`src/rtl/div_sequencer_pkg.sv`:
```
// ---------------------------------------------------------------------------
// div_sequencer_pkg
//   Shared types for the EX-stage divide controller.
//   - div_op_t    : divide-class opcode (DIV, DIVU, REM, REMU)
//   - div_state_t : controller FSM states (IDLE, CALC, DONE)
//   - op_is_signed / op_is_rem : opcode decode helpers
// ---------------------------------------------------------------------------
package div_sequencer_pkg;

    localparam int DIV_XLEN_DEFAULT = 32;

    typedef enum logic [1:0] {
        DIV  = 2'b00,
        DIVU = 2'b01,
        REM  = 2'b10,
        REMU = 2'b11
    } div_op_t;

    typedef enum logic [1:0] {
        IDLE = 2'b00,
        CALC = 2'b01,
        DONE = 2'b10
    } div_state_t;

    function automatic logic op_is_signed(input div_op_t op);
        return (op == DIV) || (op == REM);
    endfunction

    function automatic logic op_is_rem(input div_op_t op);
        return (op == REM) || (op == REMU);
    endfunction

endpackage

```
`src/rtl/div_sequencer_if.sv`:
```
// ---------------------------------------------------------------------------
// div_sequencer_if
//   EX-stage / hazard-unit side bundle of the divide controller.
//   master : pipeline side (drives operation, operands, flush; sees results)
//   slave  : divide controller
//   Signals: valid_e, op_e, srca_e, srcb_e, flush_e (to divider);
//            stall_req, busy, result_valid, result (from divider).
// ---------------------------------------------------------------------------
interface div_sequencer_if
    import div_sequencer_pkg::*;
#(
    parameter int XLEN = DIV_XLEN_DEFAULT
);
    logic             valid_e;
    div_op_t          op_e;
    logic [XLEN-1:0]  srca_e;
    logic [XLEN-1:0]  srcb_e;
    logic             flush_e;
    logic             stall_req;
    logic             busy;
    logic             result_valid;
    logic [XLEN-1:0]  result;

    modport master (
        output valid_e, op_e, srca_e, srcb_e, flush_e,
        input  stall_req, busy, result_valid, result
    );

    modport slave (
        input  valid_e, op_e, srca_e, srcb_e, flush_e,
        output stall_req, busy, result_valid, result
    );
endinterface

```
`src/rtl/div_sequencer_div_step.sv`:
```
// ---------------------------------------------------------------------------
// div_step
//   One combinational radix-2 restoring division iteration.
//   rem_in       : partial remainder (always < divisor)
//   dividend_bit : next dividend bit, MSB first
//   divisor      : divisor magnitude
//   rem_out      : next partial remainder
//   q_bit        : quotient bit produced by this iteration
// ---------------------------------------------------------------------------
module div_step #(
    parameter int XLEN = 32
) (
    input  logic [XLEN-1:0] rem_in,
    input  logic            dividend_bit,
    input  logic [XLEN-1:0] divisor,
    output logic [XLEN-1:0] rem_out,
    output logic            q_bit
);
    // One extra bit so the shifted remainder and the borrow both fit.
    logic [XLEN:0] shifted;
    logic [XLEN:0] diff;

    always_comb begin
        shifted = {rem_in, dividend_bit};
        diff    = shifted - {1'b0, divisor};
        q_bit   = ~diff[XLEN];
        // No borrow: keep the difference; otherwise restore.
        rem_out = q_bit ? diff[XLEN-1:0] : shifted[XLEN-1:0];
    end
endmodule

```
`src/rtl/div_sequencer.sv`:
```
// ---------------------------------------------------------------------------
// div_sequencer
//   Multi-cycle DIV/DIVU/REM/REMU controller for the EX stage. Runs a
//   restoring divider one quotient bit per cycle on operand magnitudes and
//   applies sign fix-up when the result is registered. Holds stall_req high
//   from the accept cycle until the result is ready; flush_e or !start
//   abort the operation and drop stall_req in the same cycle.
//
//   Ports:
//     clk    : core clock, rising edge
//     rst_n  : asynchronous active-low reset
//     start  : core run enable; low forces IDLE
//     bus    : div_sequencer_if.slave (operation in, stall/result out)
//
//   Build option:
//     DIV_EARLY_OUT_EN : when defined, |dividend| < |divisor| finishes in
//                        one stall cycle (quotient 0, remainder = dividend).
// ---------------------------------------------------------------------------
module div_sequencer
    import div_sequencer_pkg::*;
#(
    parameter int XLEN = DIV_XLEN_DEFAULT
) (
    input  logic            clk,
    input  logic            rst_n,
    input  logic            start,
    div_sequencer_if.slave  bus
);
    localparam int CW = $clog2(XLEN);
    localparam logic [XLEN-1:0] MIN_NEG = {1'b1, {(XLEN-1){1'b0}}};

    div_state_t       state_reg, state_next;
    logic [CW-1:0]    count_reg;
    div_op_t          op_reg;
    logic             sign_a_reg, sign_b_reg;
    logic [XLEN-1:0]  divisor_reg;
    logic [XLEN-1:0]  dq_reg;        // dividend bits shift out, quotient bits shift in
    logic [XLEN-1:0]  rem_reg;
    logic [XLEN-1:0]  result_reg;

    logic             run_ok;
    logic             in_signed, a_neg, b_neg;
    logic [XLEN-1:0]  a_mag, b_mag;
    logic             is_special;
    logic [XLEN-1:0]  special_result;
    logic [XLEN-1:0]  step_rem;
    logic             step_q;
    logic [XLEN-1:0]  q_final, quo_fixed, rem_fixed, fixed_result;
    logic             load_op, step_en, load_result;
    logic [XLEN-1:0]  result_next;
    logic             stall_req, result_valid;

    // ---------------- operand decode in the accept cycle -----------------
    assign run_ok    = start && !bus.flush_e;
    assign in_signed = op_is_signed(bus.op_e);
    assign a_neg     = in_signed && bus.srca_e[XLEN-1];
    assign b_neg     = in_signed && bus.srcb_e[XLEN-1];
    assign a_mag     = a_neg ? -bus.srca_e : bus.srca_e;
    assign b_mag     = b_neg ? -bus.srcb_e : bus.srcb_e;

    // Cases resolved without iterating; their results are already final,
    // so they bypass the sign fix-up.
    always_comb begin
        is_special     = 1'b0;
        special_result = '0;
        if (bus.srcb_e == '0) begin
            is_special     = 1'b1;
            special_result = op_is_rem(bus.op_e) ? bus.srca_e : '1;
        end else if (in_signed && (bus.srca_e == MIN_NEG) && (bus.srcb_e == '1)) begin
            is_special     = 1'b1;
            special_result = op_is_rem(bus.op_e) ? '0 : MIN_NEG;
        end
`ifdef DIV_EARLY_OUT_EN
        else if (a_mag < b_mag) begin
            is_special     = 1'b1;
            special_result = op_is_rem(bus.op_e) ? bus.srca_e : '0;
        end
`endif
    end

    // ---------------- iteration datapath ---------------------------------
    div_step #(.XLEN(XLEN)) u_div_step (
        .rem_in       (rem_reg),
        .dividend_bit (dq_reg[XLEN-1]),
        .divisor      (divisor_reg),
        .rem_out      (step_rem),
        .q_bit        (step_q)
    );

    // Final-iteration values feed the fix-up directly so result is
    // registered on the edge into DONE.
    assign q_final      = {dq_reg[XLEN-2:0], step_q};
    assign quo_fixed    = (sign_a_reg ^ sign_b_reg) ? -q_final : q_final;
    assign rem_fixed    = sign_a_reg ? -step_rem : step_rem;
    assign fixed_result = op_is_rem(op_reg) ? rem_fixed : quo_fixed;

    // ---------------- FSM: state register --------------------------------
    always_ff @(posedge clk or negedge rst_n) begin
        if (!rst_n) begin
            state_reg <= IDLE;
        end else begin
            state_reg <= state_next;
        end
    end

    // ---------------- FSM: next state and controls -----------------------
    always_comb begin
        state_next   = state_reg;
        stall_req    = 1'b0;
        result_valid = 1'b0;
        load_op      = 1'b0;
        step_en      = 1'b0;
        load_result  = 1'b0;
        result_next  = result_reg;
        if (!run_ok) begin
            state_next = IDLE;
        end else begin
            case (state_reg)
                IDLE: begin
                    if (bus.valid_e) begin
                        stall_req = 1'b1;
                        load_op   = 1'b1;
                        if (is_special) begin
                            state_next  = DONE;
                            load_result = 1'b1;
                            result_next = special_result;
                        end else begin
                            state_next = CALC;
                        end
                    end
                end
                CALC: begin
                    stall_req = 1'b1;
                    step_en   = 1'b1;
                    if (count_reg == '0) begin
                        state_next  = DONE;
                        load_result = 1'b1;
                        result_next = fixed_result;
                    end
                end
                DONE: begin
                    result_valid = 1'b1;
                    state_next   = IDLE;
                end
                default: state_next = IDLE;
            endcase
        end
    end

    // ---------------- operand, counter and result registers -------------
    always_ff @(posedge clk or negedge rst_n) begin
        if (!rst_n) begin
            count_reg   <= '0;
            op_reg      <= DIV;
            sign_a_reg  <= 1'b0;
            sign_b_reg  <= 1'b0;
            divisor_reg <= '0;
            dq_reg      <= '0;
            rem_reg     <= '0;
            result_reg  <= '0;
        end else begin
            if (load_op) begin
                op_reg      <= bus.op_e;
                sign_a_reg  <= a_neg;
                sign_b_reg  <= b_neg;
                divisor_reg <= b_mag;
                dq_reg      <= a_mag;
                rem_reg     <= '0;
                count_reg   <= CW'(XLEN - 1);
            end else if (step_en) begin
                rem_reg <= step_rem;
                dq_reg  <= q_final;
                if (count_reg != '0) begin
                    count_reg <= count_reg - 1'b1;
                end
            end
            if (load_result) begin
                result_reg <= result_next;
            end
        end
    end

    assign bus.stall_req    = stall_req;
    assign bus.busy         = (state_reg == CALC) || (state_reg == DONE);
    assign bus.result_valid = result_valid;
    assign bus.result       = result_reg;

endmodule

```
`src/flat_wrapper.sv`:
```
// flat-port wrapper written by rule: the top's interface ports become plain ports
module div_sequencer_flat import div_sequencer_pkg::*;
#(
    parameter int XLEN = DIV_XLEN_DEFAULT
)
  (clk, rst_n, start, bus_valid_e, bus_op_e, bus_srca_e, bus_srcb_e, bus_flush_e, bus_stall_req, bus_busy, bus_result_valid, bus_result);
  div_sequencer_if #(.XLEN(XLEN)) bus_i ();
  input  logic clk;
  input  logic rst_n;
  input  logic start;
  input wire logic [$bits(bus_i.valid_e)-1:0] bus_valid_e;
  input wire logic [$bits(bus_i.op_e)-1:0] bus_op_e;
  input wire logic [$bits(bus_i.srca_e)-1:0] bus_srca_e;
  input wire logic [$bits(bus_i.srcb_e)-1:0] bus_srcb_e;
  input wire logic [$bits(bus_i.flush_e)-1:0] bus_flush_e;
  output wire logic [$bits(bus_i.stall_req)-1:0] bus_stall_req;
  output wire logic [$bits(bus_i.busy)-1:0] bus_busy;
  output wire logic [$bits(bus_i.result_valid)-1:0] bus_result_valid;
  output wire logic [$bits(bus_i.result)-1:0] bus_result;
  assign bus_i.valid_e = bus_valid_e;
  assign bus_i.op_e = bus_op_e;
  assign bus_i.srca_e = bus_srca_e;
  assign bus_i.srcb_e = bus_srcb_e;
  assign bus_i.flush_e = bus_flush_e;
  assign bus_stall_req = bus_i.stall_req;
  assign bus_busy = bus_i.busy;
  assign bus_result_valid = bus_i.result_valid;
  assign bus_result = bus_i.result;
  div_sequencer #(.XLEN(XLEN)) u_core (.clk(clk), .rst_n(rst_n), .start(start), .bus(bus_i));
endmodule
```
`config.mk`:
```
export PLATFORM = sky130hd
export DESIGN_NAME = div_sequencer_flat
export DESIGN_NICKNAME = d
export VERILOG_FILES = /design/src/rtl/div_sequencer_pkg.sv /design/src/rtl/div_sequencer_if.sv /design/src/rtl/div_sequencer_div_step.sv /design/src/rtl/div_sequencer.sv /design/src/flat_wrapper.sv
export SDC_FILE = /design/constraint.sdc
export NUM_CORES = 1
export LEC_CHECK = 0
export BUFFER_PORTS_ARGS = -buffer_cell sky130_fd_sc_hd__buf_2
export CAP_MARGIN = 10
export CORE_ASPECT_RATIO = 0.9
export CORE_MARGIN = 2
export CORE_UTILIZATION = 51
export CTS_BUF_LIST = sky130_fd_sc_hd__clkbuf_16
export DETAILED_ROUTE_END_ITERATION = 8
export PLACE_DENSITY = 0.8
export RECOVER_POWER = 100
export SLEW_MARGIN = 40
export SYNTH_ARGS = -nofsm -noshare
export SYNTH_HDL_FRONTEND = slang
export SYNTH_SLANG_ARGS = --single-unit
```
`constraint.sdc`:
```
create_clock -name clk -period 7.5 [get_ports clk]
set_input_delay 0.375 -clock clk [delete_from_list [all_inputs] [get_ports clk]]
set_output_delay 0.375 -clock clk [all_outputs]
set_load 0.01 [all_outputs]
```
==> impl_metrics.json, run 1 <==
{
  "fin_crit_sh_pct": 82.0,
  "num-nets-final": 1716,
  "status": "finished with violations",
  "leakage_nw": 5.28,
  "end_kind": "flop",
  "critical_path_class": "reg2reg",
  "grt_pass1_wl_um": 59800,
  "rsz0062_at_grt": "no",
  "path_cells": "ha_1 -> nand2_1 -> o21ai_0 -> a2111oi_0 -> o31ai_1 -> o21a_1 -> nor2_4 -> inv_1 -> nor2_1 -> a21oi_1 -> ha_1 -> nand2_1 -> or4b_2 -> or3_1 -> o32a_1 -> o41ai_1 -> xor2_1 -> a21oi_1 -> o21ai_0",
  "gp_congestion": 0.990,
  "port_buffers": 105,
  "layout-drive-gt1-share_pct": 9.29,
  "clk_transition_reported_paths_ns": 0.06,
  "crit_fanout": 14,
  "arrival_ns": 6.48,
  "ys_warn_count": 0,
  "dieHeight_um": 148,
  "overflow": 0,
  "vias": 12200,
  "wl_per_cell_um": 19.4,
  "wl_um": 37000,
  "seqPwrFrac_pct": 35.6,
  "finalSetupViolations": 0,
  "dp_hpwl_um": 27800,
  "cts_max_level": 4,
  "fp-row-count": 52,
  "root_buffer": "clkbuf_16",
  "coreArea_sq_um": 22600,
  "p_sw_share_pct": 40.1,
  "slowest_stage": "or4b_2",
  "synthFlopType": "dfrtp_1",
  "antenna_found_initial": 1,
  "drtIter0Drc": 1211,
  "yosys.area.top_type_share_pct": 29.3,
  "clock_skew_ns": 0.0127,
  "finalSetupTns_ns": 0,
  "drc": 0,
  "clock_sinks": 138,
  "switching_power_mw": 1.11,
  "ant_nets": 0,
  "die-area_sq_um": 24300,
  "ios": 106,
  "vias_per_cell": 6.36,
  "cts_tree": "done",
  "worst_pin_slew_ns": 3.69,
  "synth_top_family_by_area": "compound AO/OA/AOI/OAI gates",
  "synthAdderAreaFrac_pct": 4.63,
  "firstDrtPassIters": 5,
  "grt_pass1_vias": 11300,
  "syn_area_per_cell_sq_um": 7.63,
  "maxSlewViolCount": 340,
  "die_w_um": 164,
  "grt_util_all_layers_pct": 31.1,
  "startpoint_type": "flop",
  "violations": "capacitance limit, slew limit",
  "cp_data_required_time_ns": 7.83,
  "grt_max_degree": 85,
  "synth_top_cell_by_area": "dfrtp_1",
  "maxCapViolCount": 6,
  "yosysSeqAreaShare_pct": 29.3,
  "syn_area_sq_um": 11800,
  "synth_area_leaders": "dfrtp_1 29%, o21ai_0 8.1%, nand2_1 6.2%",
  "synthSimpleGateAreaFrac_pct": 20.8,
  "power_density_nw_per_um2": 215,
  "synth_compound_area_share_pct": 28.0,
  "fmax_mhz": 163,
  "diodes": 0,
  "async_flop_share_pct": 100,
  "comb_power_share_pct": 35.7,
  "yosys.area_share.xor_xnor_pct": 9.37,
  "clock_latency_ns": 0.44,
  "post-route-util_pct": 57.4,
  "hold_violations": 0,
  "post_cts_resized": 0,
  "area_growth_pct": 9.89,
  "finalCriticalPeriod_ns": 6.15,
  "synth_edf_count": 0,
  "ir_drop_mv": 0.137,
  "max_stage_delay_ns": 0.69,
  "start_util_pct": 52.2,
  "synthMuxAreaShare_pct": 2.63,
  "relSlewSlack_pct": -146,
  "path_buf_inv": 1,
  "syn-num-nets": 1658,
  "p_int_mw": 1.67,
  "clock_path_buffers": 2,
  "crit_family": "compound AO/OA/AOI/OAI gates",
  "postCtsSetupRepairBufs": 0,
  "yosysUniqueCellTypes": 85,
  "netlist_instances": 1544,
  "holdCritPathClass": "in2reg",
  "numCtsBuffers": 17,
  "p_clk_share_pct": 28.7,
  "synth-seq-cells": 138
}
cell type report:
cell class / instances / area (sq um)
Fill cell: 2113 / 9630
Tap cell: 297 / 372
Timing Repair Buffer: 122 / 586
Multi-Input combinational cell: 1259 / 7750
Clock inverter: 15 / 118
Clock buffer: 17 / 425
Inverter: 64 / 240
Sequential cell: 138 / 3450
worst paths after layout:
check,from,depth (start not counted),slack (ns),to
worst min-delay path,bus_op_e[1],3,0.21,u_core.op_reg[1]$_DFFE_PN0P_
worst max-delay path,u_core.rem_reg[17]$_DFFE_PN0P_,19,1.35,u_core.bus.result[26]$_DFFE_PN0P_
max in group asynchronous,rst_n,3,2.41,u_core.dq_reg[17]$_DFFE_PN0P_
worst min register to register,u_core.divisor_reg[27]$_DFFE_PN0P_,2,0.48,u_core.divisor_reg[27]$_DFFE_PN0P_
min in group asynchronous,rst_n,2,1.76,u_core.divisor_reg[3]$_DFFE_PN0P_
worst max register to register,u_core.rem_reg[17]$_DFFE_PN0P_,19,1.35,u_core.bus.result[26]$_DFFE_PN0P_
power groups by stage:
stage / clock, mW / combinational (mW) / sequential (mW)
after floorplan: 0 / 0.713 / 0.968
after global placement: 0 / 0.957 / 0.994
after detailed placement: 0 / 0.975 / 0.998
after CTS: 0.802 / 0.983 / 0.986
after global routing: 0.837 / 1.11 / 1.01
final: 0.797 / 0.993 / 0.991
stage by stage:
step                hold slack (ns)  cell area (sq um)  std cells  total power [mW]  worst slack, ns
finish                        0.206              12900       1912              2.78             1.35
global route                  0.213              12900       1912              2.95            0.936
CTS                           0.202              13000       1912              2.77             1.46
detailed placement            0.429              12500       1879              1.97             1.53
global placement              0.419              12400       1878              1.95             1.68
floorplan                    0.0794              11800       1544              1.68             1.90
placed cells by master (no fill, tap or decap), types with 6 or more instances in the layout:
| cell type | count |
|---|---|
| and3_1 | 7 |
| a211oi_1 | 19 |
| nand2b_1 | 16 |
| nor2_1 | 126 |
| a41oi_1 | 7 |
| a31oi_1 | 43 |
| o41ai_1 | 8 |
| xor2_1 | 59 |
| a21oi_1 | 131 |
| clkbuf_1 | 42 |
| a22oi_1 | 6 |
| buf_2 | 69 |
| inv_1 | 62 |
| nand4_1 | 16 |
| nor4_1 | 23 |
| nor2b_1 | 9 |
| o31ai_1 | 27 |
| xnor2_1 | 66 |
| buf_4 | 9 |
| and2_1 | 10 |
| nor3_1 | 39 |
| o21ai_0 | 192 |
| ha_1 | 42 |
| o211ai_1 | 22 |
| mux2i_1 | 22 |
| a21o_1 | 13 |
| or3_1 | 22 |
| or4_1 | 11 |
| nand2_1 | 193 |
| dfrtp_1 | 138 |
| o21a_1 | 8 |
| clkbuf_16 | 17 |
| nand3_1 | 17 |
tightest hold or removal path: cells and delay by family:
family | cells | cell delay (ns)
AND/OR/NAND/NOR | 1 | 0.06
buffers and inverters | 1 | 0.10
AO/OA/AOI/OAI | 1 | 0.06
logic make-up after synthesis:
| kind of cell | count (synthesis) |
|---|---|
| xor gates and xnor gates | 126 |
| AOI/OAI and AO/OA | 540 |
| and+or+nand+nor | 522 |
| buffers and inverters | 147 |
| adders and majority gates | 43 |
| DFF | 138 |
| muxes | 28 |
synth_stat cells (all sizes together), types with 4 or more instances:
cell type,number
nand2,194
o21ai,194
dfrtp,138
a21oi,132
nor2,128
clkbuf,71
xnor2,66
inv,63
xor2,60
a31oi,43
ha,42
nor3,40
o31ai,27
or3,25
nor4,24
mux2i,22
o211ai,22
a211oi,20
nand3,17
nand2b,16
nand4,16
and2,15
a21o,14
or4,12
buf,11
nor2b,10
o21a,8
o41ai,8
a41oi,7
and3,7
a22oi,6
a2111oi,5
a22o,5
o22ai,5
o31a,5
mux2,4
o22a,4
o311ai,4
routing by layer:
metal / global-route usage, % / wire length, um
met5: 0 / 10
met4: 10.5 / 1010
met3: 6.97 / 3490
met2: 47.2 / 16500
met1: 43.7 / 16000
timing repair:
action	4_1_cts	5_1_grt
endpoints found under the setup margin	0	0
hold buffers	1	0
endpoints found under the hold margin	65	0
(Power assumes the default switching activity.)
==> inputs of run 2 (changes only) <==
==> constraint.sdc (replaced) <==
create_clock -name clk -period 6.33 [get_ports clk]
set_input_delay 0.3165 -clock clk [delete_from_list [all_inputs] [get_ports clk]]
set_output_delay 0.3165 -clock clk [all_outputs]
set_load 0.01 [all_outputs]
==> impl_metrics.json, run 2 (same netlist as run 1, synthesis figures left out) <==
{
  "finalSetupTns_ns": 0,
  "hold_violations": 0,
  "leakage_nw": 5.33,
  "grt_max_degree": 78,
  "reg2reg_from": "u_core.dq_reg[31]$_DFFE_PN0P_",
  "violations": "capacitance limit, slew limit",
  "power_density_nw_per_um2": 262,
  "ant_nets": 0,
  "drtIter0Drc": 1476,
  "layout-drive-gt1-share_pct": 9.34,
  "startpoint_type": "flop",
  "die-area_sq_um": 24300,
  "start_util_pct": 52.2,
  "path_cells": "inv_1 -> ha_1 -> fa_1 -> nor2b_1 -> o31a_2 -> o21ai_1 -> a211oi_1 -> nor3_1 -> nor2_4 -> inv_1 -> buf_4 -> a21oi_1 -> ha_1 -> nand2_1 -> or4b_2 -> or3_1 -> o32a_1 -> o41ai_1 -> xor2_1 -> a21oi_1 -> o211ai_1",
  "worst_pin_slew_ns": 4.01,
  "gp_congestion": 0.961,
  "relSlewSlack_pct": -167,
  "finalCriticalPeriod_ns": 5.87,
  "ios": 106,
  "dp_hpwl_um": 28400,
  "root_buffer": "clkbuf_16",
  "most-common-layout-cells": "193 x nand2_1, 192 x o21ai_0, 138 x dfrtp_1",
  "crit_fanout": 7,
  "num-nets-final": 1718,
  "diodes": 0,
  "end_kind": "flop",
  "maxCapViolCount": 5,
  "vias_per_cell": 6.42,
  "arrival_ns": 6.21,
  "grt_util_all_layers_pct": 31.4,
  "clock_skew_ns": 0.00964,
  "grt_pass1_wl_um": 60000,
  "fillCellCount": 2084,
  "holdCritPathClass": "in2reg",
  "clock_path_buffers": 2,
  "clock_sinks": 138,
  "rsz0062_at_grt": "no",
  "wl_per_cell_um": 19.7,
  "wl_um": 37800,
  "fmax_mhz": 170,
  "fin_ws_ns": 0.462,
  "port_buffers": 105,
  "maxSlewViolCount": 344,
  "fp-row-count": 52,
  "layout_commonest_cell": "nand2_1",
  "crit_path_start": "u_core.dq_reg[31]$_DFFE_PN0P_",
  "dieHeight_um": 148,
  "antenna_found_initial": 0,
  "grt_pass1_vias": 11400,
  "place_ws_ns": 0.521,
  "slowest_stage": "or4b_2",
  "min_from": "bus_op_e[1]",
  "critical_path_class": "reg2reg",
  "clk_transition_reported_paths_ns": 0.06,
  "vias": 12300,
  "overflow": 0,
  "cts_tree": "done",
  "status": "finished with violations",
  "area_growth_pct": 10.7,
  "fin_crit_sh_pct": 92.7,
  "ir_drop_mv": 0.168,
  "max_stage_delay_ns": 0.69,
  "firstDrtPassIters": 6,
  "coreArea_sq_um": 22600,
  "numCtsBuffers": 17,
  "cp_data_required_time_ns": 6.67,
  "finalSetupViolations": 0,
  "postCtsSetupRepairBufs": 0,
  "die_w_um": 164,
  "clock_latency_ns": 0.43,
  "drc": 0,
  "cts_max_level": 4
}
-- run 2: changes by cell type in the layout (fill, tap and decap cells not counted), sizes merged --
cell / previous run / this run
clkbuf: 60 / 62
clkinvlp: 4 / 1
clkinv: 6 / 9
bufinv: 0 / 4
inv: 69 / 64
-- run 2: power breakdown --
part	internal, mW	switching, mW
clock network	0.652	0.406
registers	1.02	0.153
logic	0.444	0.737
-- run 2: worst max-delay path, delay by kind of cell, from the launching register on --
| kind | cells | cell delay, ns |
|---|---|---|
| simple gates | 6 | 1.65 |
| compound gates | 8 | 2.17 |
| xor+xnor | 1 | 0.19 |
| fa+ha+maj | 3 | 0.95 |
| flops | 1 | 0.43 |
| buf+inv | 3 | 0.39 |
-- run 2: stage by stage --
step | area, sq um | util (%) | hold slack [ns] | power (mW) | instances
after CTS | 13100 | 58.1 | 0.144 | 3.40 | 1913
final | 13000 | 57.8 | 0.162 | 3.42 | 1913
after global routing | 13000 | 57.8 | 0.162 | 3.60 | 1913
after floorplan | 11800 | - | 0.0209 | 1.99 | 1544
after detailed placement | 12500 | 55.4 | 0.387 | 2.34 | 1881
after global placement | 12500 | 55.2 | 0.375 | 2.31 | 1881
-- run 2: worst paths after layout --
kind / to / depth (start not counted) / slack [ns]
max reg2reg: u_core.bus.result[24]$_DFFE_PN0P_ / 21 / 0.46
min reg2reg: u_core.divisor_reg[28]$_DFFE_PN0P_ / 2 / 0.48
min: u_core.op_reg[1]$_DFFE_PN0P_ / 3 / 0.16
min in group asynchronous: u_core.divisor_reg[7]$_DFFE_PN0P_ / 2 / 1.82
max in group asynchronous: u_core.dq_reg[24]$_DFFE_PN0P_ / 3 / 1.13
max: u_core.bus.result[24]$_DFFE_PN0P_ / 21 / 0.46
-- run 2: routing by layer --
metal  vias up  share of wire (%)  global-route usage (%)
met5         -                  0                       0
met4         0                3.2                    10.0
met3       109                9.9                    7.36
met2       683                 45                    48.4
met1      5744                 42                    43.5
li1       5744                  -                       -
-- run 2: area by class of cell --
cell class	instances	area [sq um]	share of cell area [%]
clock inverters	14	181	1.39
inverters	64	240	1.84
clock buffers	17	425	3.26
multi-input cells	1259	7770	59.6
flip-flops and latches	138	3450	26.5
repair buffers	124	599	4.60
well taps	297	372	2.85
-- run 2: repair_timing --
action	4_1_cts	5_1_grt
gates resized for setup	0	2
hold buffers	1	0
hold endpoints to repair	70	0
setup endpoints to repair	0	2
